## src/rtl/mixer_lo_hop_sequencer_if.sv

```systemverilog
// Control and LO bundle for the mixer LO hop sequencer.
//   master : drives the ui_in control pins, the external LO pair and the
//            divisor-table write port; observes the LO outputs and status.
//   slave  : the sequencer itself.
// Signals:
//   ext_lo_en, ext_lo_p, ext_lo_n : asynchronous external LO select and pair
//   hop_en, hop_len, dwell         : hopping control (slots used = hop_len+1)
//   dead_cfg                       : dead-time cycles at the start of each half
//   cfg_we, cfg_addr, cfg_wdata    : divisor table write port
//   lo_p, lo_n                     : registered non-overlapping LO to the mixer
//   mode, hop_slot, hop_pulse      : status
interface mixer_lo_hop_sequencer_if #(
    parameter int DIV_W   = 8,
    parameter int DEAD_W  = 3,
    parameter int DWELL_W = 16
);
    logic               ext_lo_en;
    logic               ext_lo_p;
    logic               ext_lo_n;
    logic               hop_en;
    logic [1:0]         hop_len;
    logic [DWELL_W-1:0] dwell;
    logic [DEAD_W-1:0]  dead_cfg;
    logic               cfg_we;
    logic [1:0]         cfg_addr;
    logic [DIV_W-1:0]   cfg_wdata;
    logic               lo_p;
    logic               lo_n;
    logic [1:0]         mode;
    logic [1:0]         hop_slot;
    logic               hop_pulse;

    modport master (
        output ext_lo_en, ext_lo_p, ext_lo_n, hop_en, hop_len, dwell, dead_cfg,
               cfg_we, cfg_addr, cfg_wdata,
        input  lo_p, lo_n, mode, hop_slot, hop_pulse
    );

    modport slave (
        input  ext_lo_en, ext_lo_p, ext_lo_n, hop_en, hop_len, dwell, dead_cfg,
               cfg_we, cfg_addr, cfg_wdata,
        output lo_p, lo_n, mode, hop_slot, hop_pulse
    );
endinterface

```

## src/rtl/mixer_lo_hop_sequencer.sv

```systemverilog
// Differential, non-overlapping LO generator for the Gilbert mixer core.
// A divide-by counter produces alternating P/N half-periods of div+1 clk
// cycles each, with dead_cfg blanked cycles at the start of every half.
// The divisor is taken from a 4-slot table and can hop between slots every
// `dwell` LO periods. The LO source can be handed over glitch-free to the
// external LO pins and back, with a 2-cycle all-off guard in each direction.
// Ports:
//   clk   : system clock
//   n_rst : asynchronous active-low reset
//   bus   : control/status bundle (slave side), see mixer_lo_hop_sequencer_if
module mixer_lo_hop_sequencer #(
    parameter int DIV_W   = 8,
    parameter int DEAD_W  = 3,
    parameter int DWELL_W = 16
) (
    input  logic                      clk,
    input  logic                      n_rst,
    mixer_lo_hop_sequencer_if.slave   bus
);
    typedef enum logic [1:0] {
        MODE_INT    = 2'd0,
        MODE_TO_EXT = 2'd1,
        MODE_EXT    = 2'd2,
        MODE_TO_INT = 2'd3
    } mode_t;

    localparam int CMP_W = DIV_W + DEAD_W;

    // ------------------------------------------------------------------
    // Two-flop synchronisers: bit 0 = ext_lo_en, 1 = ext_lo_p, 2 = ext_lo_n
    // ------------------------------------------------------------------
    logic [2:0] async_in;
    logic [2:0] sync_s;

    assign async_in = {bus.ext_lo_n, bus.ext_lo_p, bus.ext_lo_en};

    generate
        for (genvar gi = 0; gi < 3; gi++) begin : g_sync
            logic meta_reg;
            logic sync_reg;
            always_ff @(posedge clk or negedge n_rst) begin
                if (!n_rst) begin
                    meta_reg <= 1'b0;
                    sync_reg <= 1'b0;
                end else begin
                    meta_reg <= async_in[gi];
                    sync_reg <= meta_reg;
                end
            end
            assign sync_s[gi] = sync_reg;
        end
    endgenerate

    logic ext_lo_en_s;
    logic ext_lo_p_s;
    logic ext_lo_n_s;

    assign ext_lo_en_s = sync_s[0];
    assign ext_lo_p_s  = sync_s[1];
    assign ext_lo_n_s  = sync_s[2];

    // ------------------------------------------------------------------
    // Divisor table. Registers (not RAM) because every entry resets to 3.
    // The read below sees the pre-write contents, so a load coinciding with
    // a write to the same slot picks up the old value.
    // ------------------------------------------------------------------
    logic [4*DIV_W-1:0] table_flat;

    generate
        for (genvar gi = 0; gi < 4; gi++) begin : g_table
            logic [DIV_W-1:0] entry_reg;
            always_ff @(posedge clk or negedge n_rst) begin
                if (!n_rst) begin
                    entry_reg <= DIV_W'(3);
                end else if (bus.cfg_we && (bus.cfg_addr == 2'(gi))) begin
                    entry_reg <= bus.cfg_wdata;
                end
            end
            assign table_flat[gi*DIV_W +: DIV_W] = entry_reg;
        end
    endgenerate

    function automatic logic [DIV_W-1:0] table_read(input logic [1:0] idx,
                                                    input logic [4*DIV_W-1:0] flat);
        logic [DIV_W-1:0] r;
        r = '0;
        for (int i = 0; i < 4; i++) begin
            if (idx == 2'(i)) r = flat[i*DIV_W +: DIV_W];
        end
        return r;
    endfunction

    // ------------------------------------------------------------------
    // State
    // ------------------------------------------------------------------
    mode_t              mode_reg, mode_next;
    logic               guard_cnt_reg, guard_cnt_next;   // 2-cycle guard in TO_EXT/TO_INT
    logic [DIV_W-1:0]   cnt_reg, cnt_next;
    logic               phase_reg, phase_next;           // 0 = P half, 1 = N half
    logic [DIV_W-1:0]   div_reg, div_next;
    logic [1:0]         slot_reg, slot_next;
    logic [DWELL_W-1:0] dwell_cnt_reg, dwell_cnt_next;
    logic               hop_pulse_reg, hop_pulse_next;
    logic               lo_p_reg, lo_p_next;
    logic               lo_n_reg, lo_n_next;

    always_ff @(posedge clk or negedge n_rst) begin
        if (!n_rst) begin
            mode_reg      <= MODE_INT;
            guard_cnt_reg <= 1'b0;
            cnt_reg       <= '0;
            phase_reg     <= 1'b0;
            div_reg       <= DIV_W'(3);
            slot_reg      <= 2'd0;
            dwell_cnt_reg <= '0;
            hop_pulse_reg <= 1'b0;
            lo_p_reg      <= 1'b0;
            lo_n_reg      <= 1'b0;
        end else begin
            mode_reg      <= mode_next;
            guard_cnt_reg <= guard_cnt_next;
            cnt_reg       <= cnt_next;
            phase_reg     <= phase_next;
            div_reg       <= div_next;
            slot_reg      <= slot_next;
            dwell_cnt_reg <= dwell_cnt_next;
            hop_pulse_reg <= hop_pulse_next;
            lo_p_reg      <= lo_p_next;
            lo_n_reg      <= lo_n_next;
        end
    end

    // ------------------------------------------------------------------
    // Next-state logic
    // ------------------------------------------------------------------
    logic               wrap;
    logic               boundary;
    logic               past_dead;
    logic [DWELL_W-1:0] dwell_eff;
    logic               dwell_done;
    logic [1:0]         hop_target;

    always_comb begin
        mode_next      = mode_reg;
        guard_cnt_next = guard_cnt_reg;
        cnt_next       = cnt_reg;
        phase_next     = phase_reg;
        div_next       = div_reg;
        slot_next      = slot_reg;
        dwell_cnt_next = dwell_cnt_reg;
        hop_pulse_next = 1'b0;
        lo_p_next      = 1'b0;
        lo_n_next      = 1'b0;

        wrap       = (cnt_reg == div_reg);
        // A full LO period ends on the last cycle of the N half.
        boundary   = (mode_reg == MODE_INT) && wrap && phase_reg;
        past_dead  = CMP_W'(cnt_reg) >= CMP_W'(bus.dead_cfg);
        dwell_eff  = (bus.dwell == '0) ? DWELL_W'(1) : bus.dwell;
        dwell_done = ({1'b0, dwell_cnt_reg} + (DWELL_W+1)'(1)) >= {1'b0, dwell_eff};
        hop_target = (slot_reg >= bus.hop_len) ? 2'd0 : slot_reg + 2'd1;

        // Mode FSM: mode changes out of INT only at a period boundary so the
        // internal LO never emits a runt half.
        unique case (mode_reg)
            MODE_INT: begin
                if (boundary && ext_lo_en_s) begin
                    mode_next      = MODE_TO_EXT;
                    guard_cnt_next = 1'b0;
                end
            end
            MODE_TO_EXT: begin
                if (guard_cnt_reg) mode_next = MODE_EXT;
                else               guard_cnt_next = 1'b1;
            end
            MODE_EXT: begin
                if (!ext_lo_en_s) begin
                    mode_next      = MODE_TO_INT;
                    guard_cnt_next = 1'b0;
                end
            end
            MODE_TO_INT: begin
                if (guard_cnt_reg) mode_next = MODE_INT;
                else               guard_cnt_next = 1'b1;
            end
            default: mode_next = MODE_INT;
        endcase

        if (mode_reg == MODE_INT) begin
            if (wrap) begin
                cnt_next   = '0;
                phase_next = ~phase_reg;
            end else begin
                cnt_next = cnt_reg + DIV_W'(1);
            end

            if (boundary) begin
                if (bus.hop_en) begin
                    if (dwell_done) begin
                        slot_next      = hop_target;
                        dwell_cnt_next = '0;
                        hop_pulse_next = (hop_target != slot_reg);
                    end else begin
                        dwell_cnt_next = dwell_cnt_reg + DWELL_W'(1);
                    end
                end else begin
                    slot_next      = 2'd0;
                    dwell_cnt_next = '0;
                    hop_pulse_next = (slot_reg != 2'd0);
                end
                div_next = table_read(slot_next, table_flat);
            end

            lo_p_next = ~phase_reg & past_dead;
            lo_n_next =  phase_reg & past_dead;
        end else begin
            // Generator parked at the start of a P half while handed over.
            cnt_next   = '0;
            phase_next = 1'b0;
            if ((mode_reg == MODE_TO_INT) && guard_cnt_reg) begin
                div_next = table_read(slot_reg, table_flat);
            end
            // Gate with mode_next so the pins go quiet in the same cycle that
            // mode reports TO_INT.
            if ((mode_reg == MODE_EXT) && (mode_next == MODE_EXT)) begin
                lo_p_next = ext_lo_p_s;
                lo_n_next = ext_lo_n_s & ~ext_lo_p_s;
            end
        end
    end

    assign bus.lo_p      = lo_p_reg;
    assign bus.lo_n      = lo_n_reg;
    assign bus.mode      = mode_reg;
    assign bus.hop_slot  = slot_reg;
    assign bus.hop_pulse = hop_pulse_reg;

endmodule
```

## src/flat_wrapper.sv

```systemverilog
// flat-port wrapper written by rule: the top's interface ports become plain ports
module mixer_lo_hop_sequencer_flat 
#(
    parameter int DIV_W   = 8,
    parameter int DEAD_W  = 3,
    parameter int DWELL_W = 16
)
  (clk, n_rst, bus_ext_lo_en, bus_ext_lo_p, bus_ext_lo_n, bus_hop_en, bus_hop_len, bus_dwell, bus_dead_cfg, bus_cfg_we, bus_cfg_addr, bus_cfg_wdata, bus_lo_p, bus_lo_n, bus_mode, bus_hop_slot, bus_hop_pulse);
  mixer_lo_hop_sequencer_if #(.DIV_W(DIV_W), .DEAD_W(DEAD_W), .DWELL_W(DWELL_W)) bus_i ();
  input  logic clk;
  input  logic n_rst;
  input wire logic [$bits(bus_i.ext_lo_en)-1:0] bus_ext_lo_en;
  input wire logic [$bits(bus_i.ext_lo_p)-1:0] bus_ext_lo_p;
  input wire logic [$bits(bus_i.ext_lo_n)-1:0] bus_ext_lo_n;
  input wire logic [$bits(bus_i.hop_en)-1:0] bus_hop_en;
  input wire logic [$bits(bus_i.hop_len)-1:0] bus_hop_len;
  input wire logic [$bits(bus_i.dwell)-1:0] bus_dwell;
  input wire logic [$bits(bus_i.dead_cfg)-1:0] bus_dead_cfg;
  input wire logic [$bits(bus_i.cfg_we)-1:0] bus_cfg_we;
  input wire logic [$bits(bus_i.cfg_addr)-1:0] bus_cfg_addr;
  input wire logic [$bits(bus_i.cfg_wdata)-1:0] bus_cfg_wdata;
  output wire logic [$bits(bus_i.lo_p)-1:0] bus_lo_p;
  output wire logic [$bits(bus_i.lo_n)-1:0] bus_lo_n;
  output wire logic [$bits(bus_i.mode)-1:0] bus_mode;
  output wire logic [$bits(bus_i.hop_slot)-1:0] bus_hop_slot;
  output wire logic [$bits(bus_i.hop_pulse)-1:0] bus_hop_pulse;
  assign bus_i.ext_lo_en = bus_ext_lo_en;
  assign bus_i.ext_lo_p = bus_ext_lo_p;
  assign bus_i.ext_lo_n = bus_ext_lo_n;
  assign bus_i.hop_en = bus_hop_en;
  assign bus_i.hop_len = bus_hop_len;
  assign bus_i.dwell = bus_dwell;
  assign bus_i.dead_cfg = bus_dead_cfg;
  assign bus_i.cfg_we = bus_cfg_we;
  assign bus_i.cfg_addr = bus_cfg_addr;
  assign bus_i.cfg_wdata = bus_cfg_wdata;
  assign bus_lo_p = bus_i.lo_p;
  assign bus_lo_n = bus_i.lo_n;
  assign bus_mode = bus_i.mode;
  assign bus_hop_slot = bus_i.hop_slot;
  assign bus_hop_pulse = bus_i.hop_pulse;
  mixer_lo_hop_sequencer #(.DIV_W(DIV_W), .DEAD_W(DEAD_W), .DWELL_W(DWELL_W)) u_core (.clk(clk), .n_rst(n_rst), .bus(bus_i));
endmodule
```

## config.mk

```make
export PLATFORM = sky130hd
export DESIGN_NAME = mixer_lo_hop_sequencer_flat
export DESIGN_NICKNAME = d
export VERILOG_FILES = /design/src/rtl/mixer_lo_hop_sequencer_if.sv /design/src/rtl/mixer_lo_hop_sequencer.sv /design/src/flat_wrapper.sv
export SDC_FILE = /design/constraint.sdc
export NUM_CORES = 1
export LEC_CHECK = 0
export ABC_CLOCK_PERIOD_IN_PS = 4100
export CAP_MARGIN = 25
export CELL_PAD_IN_SITES_DETAIL_PLACEMENT = 1
export CELL_PAD_IN_SITES_GLOBAL_PLACEMENT = 1
export CORE_MARGIN = 2
export CORE_UTILIZATION = 35
export DETAILED_ROUTE_END_ITERATION = 10
export HOLD_SLACK_MARGIN = 0.03
export PLACE_DENSITY = 0.65
export SYNTH_ARGS = -nofsm -noshare
export SYNTH_HDL_FRONTEND = slang
export SYNTH_SLANG_ARGS = --single-unit
```

## constraint.sdc

```tcl
create_clock -name clk -period 4.1 [get_ports clk]
set_input_delay 0.615 -clock clk [delete_from_list [all_inputs] [get_ports clk]]
set_output_delay 0.615 -clock clk [all_outputs]
set_load 0.03 [all_outputs]
```

# Word-level counts from Yosys, hierarchy flattened
# Cells that the tools add are included.
[word_totals]
regBits = 79
in_bits = 38
out_inout_bits = 7
word_cells = 110
[classes]
add_sub_neg = 4
order_cmp = 3
eq_ne = 19
muxes = 39
n_bitwise = 5
reduce_logical = 20
[op_table]
columns = ["cell", "n"]
rows = [
  ["two-way mux 8 bit", 13],
  ["two-way mux 16 bit", 3],
  ["== test 2 bit, second input constant", 9],
  ["two-way mux 2 bit", 9],
  ["adder 16 x 1 -> 17 bit, second input constant", 1],
  ["greater-or-equal comparator 17 x 16 -> 1 bit", 1],
  ["adder 16 x 1 -> 16 bit, second input constant", 1],
  ["zero test 16 bit", 1],
  ["two-way mux 1 bit", 12],
  ["logical AND 1 bit", 9],
  ["adder 8 x 1 -> 8 bit, second input constant", 1],
  ["== test 2 x 1 -> 1 bit, second input constant", 4],
  ["== test 8 bit", 1],
  ["greater-or-equal comparator 8 x 3 -> 1 bit", 1],
  ["zero test 2 bit", 4],
  ["one-hot mux 2 bit (4 select lines)", 1],
  ["AND reduction 2 bit", 3],
  ["!= test 2 x 1 -> 1 bit, second input constant", 2],
  ["!= test 2 bit, second input constant", 2],
  ["nonzero test 2 bit", 2],
  ["bitwise AND 1 bit", 3],
  ["one-hot mux 1 bit (3 select lines)", 1],
  ["adder 2 x 1 -> 2 bit, second input constant", 1],
  ["greater-or-equal comparator 2 bit", 1],
  ["3 further kinds", 4],
]

# Depth between registers and ports, before layout
# Gate-level depths: netlist of run 1.
[logic_depth]
ltp_word = 14
depth_mapped = 15

# Worst setup path before layout of run 1
# OpenSTA, ideal clock, no wires.
[synth_timing]
path_type = "register to register"
start = "register u_core.dwell_cnt_reg[0]"
end = "register u_core.div_reg[2]"
arrival_ps = 3688
path_slack_ps = 284
path_stages_with_launch = 15
n_path_buf = 1
path_cell_list = "dfrtp_1 > ha_1 > nand2_1 > or4_4 > buf_6 > nor2_1 > xor2_1 > ha_1 > nand4_1 > or4_2 > a31oi_1 > a211oi_4 > mux2_4 > a221oi_1 > o21ai_1"
[synth_via]
elab_chain_cells = 13
word_cells_on_any_way = 16
classes_between = "add/sub (1); order compare (1); eq/ne (3); mux (10); reduce/logical (1)"
[synth_rtl]
columns = ["element", "line", "rtl"]
rows = [
  ["start, declared", "mixer_lo_hop_sequencer.sv:102", "logic [DWELL_W-1:0] dwell_cnt_reg, dwell_cnt_next;"],
  ["start signal, assigned", "mixer_lo_hop_sequencer.sv:126", "dwell_cnt_reg <= dwell_cnt_next;"],
  ["adder 16 x 1 -> 17 bit (*)", "mixer_lo_hop_sequencer.sv:160", "dwell_done = ({1'b0, dwell_cnt_reg} + (DWELL_W+1)'(1)) >= {1'b0, dwell_eff};"],
  ["greater-or-equal comparator 17 x 16 -> 1 bit (*)", "mixer_lo_hop_sequencer.sv:160", ""],
  ["two-way mux 2 bit (*)", "mixer_lo_hop_sequencer.sv:199", "if (dwell_done) begin"],
  ["two-way mux 2 bit (*)", "mixer_lo_hop_sequencer.sv:198", "if (bus.hop_en) begin"],
  ["two-way mux 2 bit (*)", "mixer_lo_hop_sequencer.sv:197", "if (boundary) begin"],
  ["two-way mux 2 bit (*)", "mixer_lo_hop_sequencer.sv:189", "if (mode_reg == MODE_INT) begin"],
  ["zero test 2 bit", "mixer_lo_hop_sequencer.sv:88", "if (idx == 2'(i)) r = flat[i*DIV_W +: DIV_W];"],
  ["two-way mux 8 bit (3 in a row)", "mixer_lo_hop_sequencer.sv:88", ""],
  ["two-way mux 8 bit (*)", "mixer_lo_hop_sequencer.sv:88", ""],
  ["two-way mux 8 bit (*)", "mixer_lo_hop_sequencer.sv:197", ""],
  ["two-way mux 8 bit (*)", "mixer_lo_hop_sequencer.sv:189", ""],
  ["end signal, assigned", "mixer_lo_hop_sequencer.sv:124", "div_reg <= div_next;"],
  ["end, declared", "mixer_lo_hop_sequencer.sv:100", "logic [DIV_W-1:0] div_reg, div_next;"],
]
# Mark *: on every way between the ends. The rest lies on a longest branch, timed or not. The select of a mux whose other input is x is not followed.
# A chain may end at the register's enable or synchronous reset.

# Final worst setup path of run 1
[layout_timing]
start = "register u_core.dwell_cnt_reg[1]"
end = "register u_core.div_reg[1]"
# Same word-level chain as after synthesis.

==> results of run 1 <==
-- kinds of logic after synthesis --
| logic type | count (synthesis) | share of synthesized area [%] |
|---|---|---|
| adder cells (fa/ha/maj) | 27 | 7.33 |
| buffers and inverters | 52 | 4.97 |
| multiplexers | 38 | 9.62 |
| AO/OA/AOI/OAI | 99 | 16.0 |
| AND/OR/NAND/NOR | 121 | 13.2 |
| flip-flops | 79 | 43.2 |
| XOR/XNOR | 30 | 5.70 |
-- area by class of cell --
type	instances	area share (%)
multi-input cells	316	43.5
well taps	172	3.78
flip-flops and latches	79	35.0
clock inverters	7	1.27
inverters	39	2.57
repair buffers	57	9.97
clock buffers	9	3.95
-- what timing repair did --
item | 4_1_cts | 5_1_grt
endpoints found under the hold margin | 0 | 0
buffers inserted | 0 | 2
resized for setup | 0 | 14
setup endpoints to repair | 0 | 8
-- routing by layer --
layer	global-route usage, %	vias up	share of wire [%]
met1	23.2	1795	47
li1	-	1741	-
met4	6.40	0	1.4
met5	0	-	0
met2	29.6	48	49
met3	3.09	11	2.5
-- power groups by stage --
stage	sequential [mW]	combinational [mW]	clock (mW)
2_1_floorplan	0.901	0.106	0
3_3_place_gp	0.928	0.178	0
3_5_place_dp	0.928	0.186	0
4_1_cts	0.915	0.187	0.835
5_1_grt	0.930	0.215	0.866
6_report	0.921	0.194	0.807
-- final timing paths --
path,startpoint,endpoint,slack (ns),cells after the start
setup / recovery,u_core.dwell_cnt_reg[1],u_core.div_reg[1],0.20,14
hold / removal,n_rst,u_core.dwell_cnt_reg[15],0.17,1
setup reg to reg,u_core.dwell_cnt_reg[1],u_core.div_reg[1],0.20,14
hold reg to reg,u_core.g_sync[2].meta_reg,u_core.ext_lo_n_s,0.35,0
max in group asynchronous,n_rst,u_core.g_table[2].entry_reg[1],3.30,2
min in group clk,u_core.g_sync[2].meta_reg,u_core.ext_lo_n_s,0.35,0
-- Yosys cell counts, types with 3 or more instances --
| cell | count |
|---|---|
| o21ai_1 | 7 |
| nand4_1 | 6 |
| nand2b_1 | 3 |
| a221oi_1 | 13 |
| dfstp_2 | 10 |
| clkbuf_1 | 7 |
| a21oi_1 | 19 |
| a22o_1 | 10 |
| a31oi_1 | 9 |
| o211ai_1 | 3 |
| nor2_1 | 30 |
| nor3_1 | 13 |
| nand3_1 | 20 |
| nor4_1 | 5 |
| nand3b_1 | 3 |
| o221ai_1 | 9 |
| mux2i_2 | 3 |
| xor2_1 | 7 |
| ha_1 | 27 |
| dfrtp_1 | 69 |
| nand2_1 | 21 |
| xnor2_1 | 23 |
| o21ai_0 | 10 |
| and3_1 | 5 |
| inv_1 | 38 |
| mux2_2 | 33 |
| nor2b_1 | 8 |
-- worst max-delay path: cells and delay by family (launching register included) --
family | cells | cell delay [ns]
mux | 1 | 0.40
compound gates | 6 | 1.25
xor+xnor | 1 | 0.24
flops | 1 | 0.41
fa+ha+maj | 2 | 0.46
buf+inv | 1 | 0.17
simple gates | 3 | 0.88
-- cells in the final DEF, fill, tap and decap left out, drive strengths merged, types with 4 or more instances in the layout --
cell / count
nor4: 5
and3: 5
o21ai: 17
mux2: 36
nand2: 21
a221oi: 13
nor3: 13
a21oi: 19
dfstp: 10
nor2: 30
clkdlybuf4s50: 43
clkbuf: 9
a22o: 10
buf: 14
ha: 27
nand4: 6
inv: 39
o221ai: 9
dfrtp: 69
clkinv: 4
nor2b: 8
nand3: 21
xor2: 7
xnor2: 23
a31oi: 9
==> metrics.csv, run 1 <==
metric,value,unit
Post-CTS Hold Fix Bufs,0,
clock net sink count,79,
Critical Path RT,4.36,ns
Post-synth EDFFs,0,
fin area,5700,µm²
clk_lat worst skew,0.34,ns
Buffers on Ports,44,
WL final,11.9,mm
post-route minimum period,3.90,ns
Layout Cells excl Fill,679,
Combinational Power Share,10.1,%
"Seq/Total Area, Yosys",43.2,%
setup slack after layout,0.202,ns
share of the synthesized area in the top cell type,37.5,%
synth top area cells,"dfrtp_1 (37%), mux2_2 (8.1%), ha_1 (7.3%)",
cell taking the most area after synthesis,dfrtp_1,
Pins Over Slew Limit,0,
Vias,3595,
dpl hpwl,8.69,mm
Reg area,1990,µm²
Syn Nets,511,
Placement Cell Area,5260,µm²
kind of end point of the critical path,flop,
total power,1.92,mW
IO Count,45,
post-synthesis register bit count,79,
clock share of power,42.0,%
final critical-path share of the clock period,95.1,%
Setup-failing EPs final,0,
Die Ht,119,µm
Min-Delay Path Class,input pin to async pin,
site row count,41,
crit-path max cell delay,0.55,ns
Final Wtd Congestion,0.813,
antenna violations before repair,0,
nets@finish,567,
clock root buffer,clkbuf_16,
switching share of power,25.2,%
CTS tree,done,
CP Class,flop to flop,
synth warn,0,
post-DR vias/cell,5.29,
internal cell power,1.44,mW
area delta synth->final,23.7,%
Worst-Margin Slew,0.624,ns
RSZ-0062 raised after global routing,false,
mean post-synth cell area,10.3,µm²
Seq pwr share,47.9,%
top_reg_cell synth,dfrtp_1,
effective utilization at floorplan,36.2,%
area of the multi-input gates,2480,µm²
Async SR Flop Fraction,100,%
GR Util All Layers,17.8,%
DRT antenna net count,0,
Syn Inst Count,446,
Cells after DPL,659,
Place WS,0.0354,ns
status,finished clean,
die width,119,µm
Crit Path Max Fanout,7,
CP Data Arrival Time,4.16,ns
fraction of layout cells with a size suffix above 1,19.3,%
initial drt markers,153,
number of global-route vias before repair,3859,
final setup TNS,0,ns
Post-Syn Area,4610,µm²
Hold Worst Slack,0.168,ns
CP Launch Type,flop,
achievable clock frequency,0.257,GHz
relative slew slack,58.1,%
maximum vdd drop,0.205,mV
fill cell count,1417,
synth unique cells,55,
Static Leak,2.42,nW
H-tree lvl count,3,
clock skew,0.00621,ns
final core occ,44.8,%
PD cells,338,nW/µm²
Psw,484,µW
"slowest stage cell, crit path",or4_4,
"Hold Vio Cnt, Final",0,
number of flip-flops under the largest register name,32,
maximum buffer depth of the clock tree,2,
mean routed wirelength per cell,17.5,µm
ant diodes,0,
die area,14100,µm²
Remaining DRCs,0,
global-route wire length before repair,20.0,mm
Core ar.,12700,µm²
CTS buffer count,9,
CP cell instances,ha_4 -> nand2_1 -> or4_4 -> nor3_1 -> xor2_1 -> ha_1 -> a21o_1 -> a21oi_1 -> o41ai_4 -> a211oi_4 -> buf_12 -> mux2_2 -> a221oi_2 -> o21ai_1,
grt total ovfl,0,
clock-pin slew on the worst setup and hold paths,0.06,ns
Max-Cap Viols,0,
pin count of the biggest net entering global routing,80,
router iterations before antenna repair,4,
Note: power is estimated with default switching activity, not from simulation.
==> run 2, diff against run 1 <==
--- a/config.mk
+++ b/config.mk
@@ -11,9 +11,11 @@
 export CELL_PAD_IN_SITES_GLOBAL_PLACEMENT = 1
 export CORE_MARGIN = 2
 export CORE_UTILIZATION = 35
+export CTS_BUF_LIST = sky130_fd_sc_hd__clkbuf_16
 export DETAILED_ROUTE_END_ITERATION = 10
 export HOLD_SLACK_MARGIN = 0.03
 export PLACE_DENSITY = 0.65
+export RECOVER_POWER = 100
 export SYNTH_ARGS = -nofsm -noshare
 export SYNTH_HDL_FRONTEND = slang
 export SYNTH_SLANG_ARGS = --single-unit
==> metrics.csv, run 2 (synthesis results as in run 1) <==
metric,value,unit
clock skew,0.00594,ns
total power,1.92,mW
Vias,3587,
end of the worst hold path,u_core.ext_lo_n_s,
maximum buffer depth of the clock tree,2,
clock net sink count,79,
number of global-route vias before repair,3859,
Worst-Margin Slew,1.41,ns
nets@finish,567,
relative slew slack,5.79,%
status,finished clean,
final critical-path share of the clock period,95.8,%
clk_lat worst skew,0.34,ns
RR Endpoint,u_core.div_reg[2],
Core ar.,12700,µm²
hold depth,0,
Pins Over Slew Limit,0,
Cells after DPL,659,
Post-CTS Hold Fix Bufs,0,
effective utilization at floorplan,36.2,%
die area,14100,µm²
"Hold Vio Cnt, Final",0,
Buffers on Ports,44,
final setup TNS,0,ns
RSZ-0062 raised after global routing,false,
router iterations before antenna repair,4,
DRT antenna net count,0,
PD cells,340,nW/µm²
clock root buffer,clkbuf_16,
antenna violations before repair,0,
fin area,5640,µm²
die width,119,µm
CTS buffer count,9,
CP Class,flop to flop,
dpl hpwl,8.69,mm
ant diodes,0,
Setup-failing EPs final,0,
"most common cell after layout, fill and taps aside",dfrtp_1,
mean routed wirelength per cell,17.6,µm
Place WS,0.0354,ns
Remaining DRCs,0,
CTS tree,done,
post-DR vias/cell,5.28,
kind of end point of the critical path,flop,
GR Util All Layers,17.8,%
fill cell count,1426,
Max-Cap Viols,0,
R2R Setup Slk,0.17,ns
global-route wire length before repair,20.0,mm
area delta synth->final,22.4,%
CP Launch Type,flop,
site row count,41,
Reg area,1990,µm²
post-route minimum period,3.93,ns
Die Ht,119,µm
final core occ,44.3,%
Min-Delay Path Class,flop to flop,
min-delay src,u_core.g_sync[2].meta_reg,
grt total ovfl,0,
setup slack after layout,0.171,ns
Final Wtd Congestion,0.813,
most frequent cells in the layout,"dfrtp_1 (69), inv_1 (38), mux2_2 (33)",
initial drt markers,148,
maximum vdd drop,0.205,mV
achievable clock frequency,0.255,GHz
IO Count,45,
clock-pin slew on the worst setup and hold paths,0.06,ns
Critical Path RT,4.32,ns
H-tree lvl count,3,
number of flip-flops under the largest register name,32,
WL final,11.9,mm
fraction of layout cells with a size suffix above 1,17.8,%
pin count of the biggest net entering global routing,80,
Placement Cell Area,5260,µm²
CP Data Arrival Time,4.15,ns
Static Leak,2.37,nW
Hold Worst Slack,0.354,ns
Crit Path Max Fanout,7,
Layout Cells excl Fill,679,
area of the multi-input gates,2460,µm²
RR Startpoint,u_core.dwell_cnt_reg[1],
depth of the most critical reg-to-reg path,15,
## run 2: cell types whose count changed in the layout (fill, tap and decap cells not counted), sizes merged
cell | before | now
clkbuf | 9 | 14
clkdlybuf4s50 | 43 | 31
buf | 14 | 9
dlygate4sd3 | 0 | 12
## run 2: timing repair
action	4_1_cts	5_1_grt
setup buffers	0	2
resized for setup	0	14
setup endpoints to repair	0	8
## run 2: how the worst max path moves through the flow
stage,startpoint,endpoint,slack [ns]
3_5_place_dp,u_core.dwell_cnt_reg[1],u_core.div_reg[7],0.04
6_report,u_core.dwell_cnt_reg[1],u_core.div_reg[2],0.17
4_1_cts,u_core.dwell_cnt_reg[1],u_core.div_reg[7],0.02
5_1_grt,u_core.dwell_cnt_reg[1],u_core.div_reg[2],0.01
3_3_place_gp,u_core.dwell_cnt_reg[1],u_core.div_reg[4],0.22
2_1_floorplan,u_core.dwell_cnt_reg[0],u_core.div_reg[2],0.28
## run 2: area by class of cell
type | count | share of cell area [%]
Timing Repair Buffer | 57 | 9.43
Tap cell | 172 | 3.82
Inverter | 39 | 2.60
Multi-Input combinational cell | 316 | 43.6
Clock inverter | 7 | 1.29
Clock buffer | 9 | 4.00
Sequential cell | 79 | 35.3
## run 2: critical path, stage by stage (launching register included)
cell      delay [ns]
dfrtp_1         0.44
ha_4            0.19
nand2_1         0.07
or4_4           0.55
nor2_1          0.17
xor2_1          0.11
ha_1            0.32
nand4_1         0.12
or4_4           0.55
a31oi_4         0.14
buf_4           0.16
a211oi_4        0.04
buf_12          0.19
mux2_4          0.35
a221oi_1        0.28
o21ai_0         0.13
## run 2: routing by layer
layer	vias to the layer above	routed length [µm]	track usage, %
li1	1741	-	-
met1	1785	5640	23.2
met2	48	5830	29.6
met3	13	274	3.09
met4	0	178	6.40
met5	-	0	0
## run 2: where the power goes
part           leakage [nW]  switching, mW  internal [mW]
clock network         0.142          0.335          0.472
logic                  1.31         0.0818          0.106
registers             0.920         0.0671          0.855
==> run 3, diff against run 2 <==
--- a/config.mk
+++ b/config.mk
@@ -13,6 +13,7 @@
 export CORE_UTILIZATION = 35
 export CTS_BUF_LIST = sky130_fd_sc_hd__clkbuf_16
 export DETAILED_ROUTE_END_ITERATION = 10
+export GPL_ROUTABILITY_DRIVEN = 0
 export HOLD_SLACK_MARGIN = 0.03
 export PLACE_DENSITY = 0.65
 export RECOVER_POWER = 100
==> results of run 3 <==
Same layout as run 2: the final DEF is identical, and so are final timing and power.
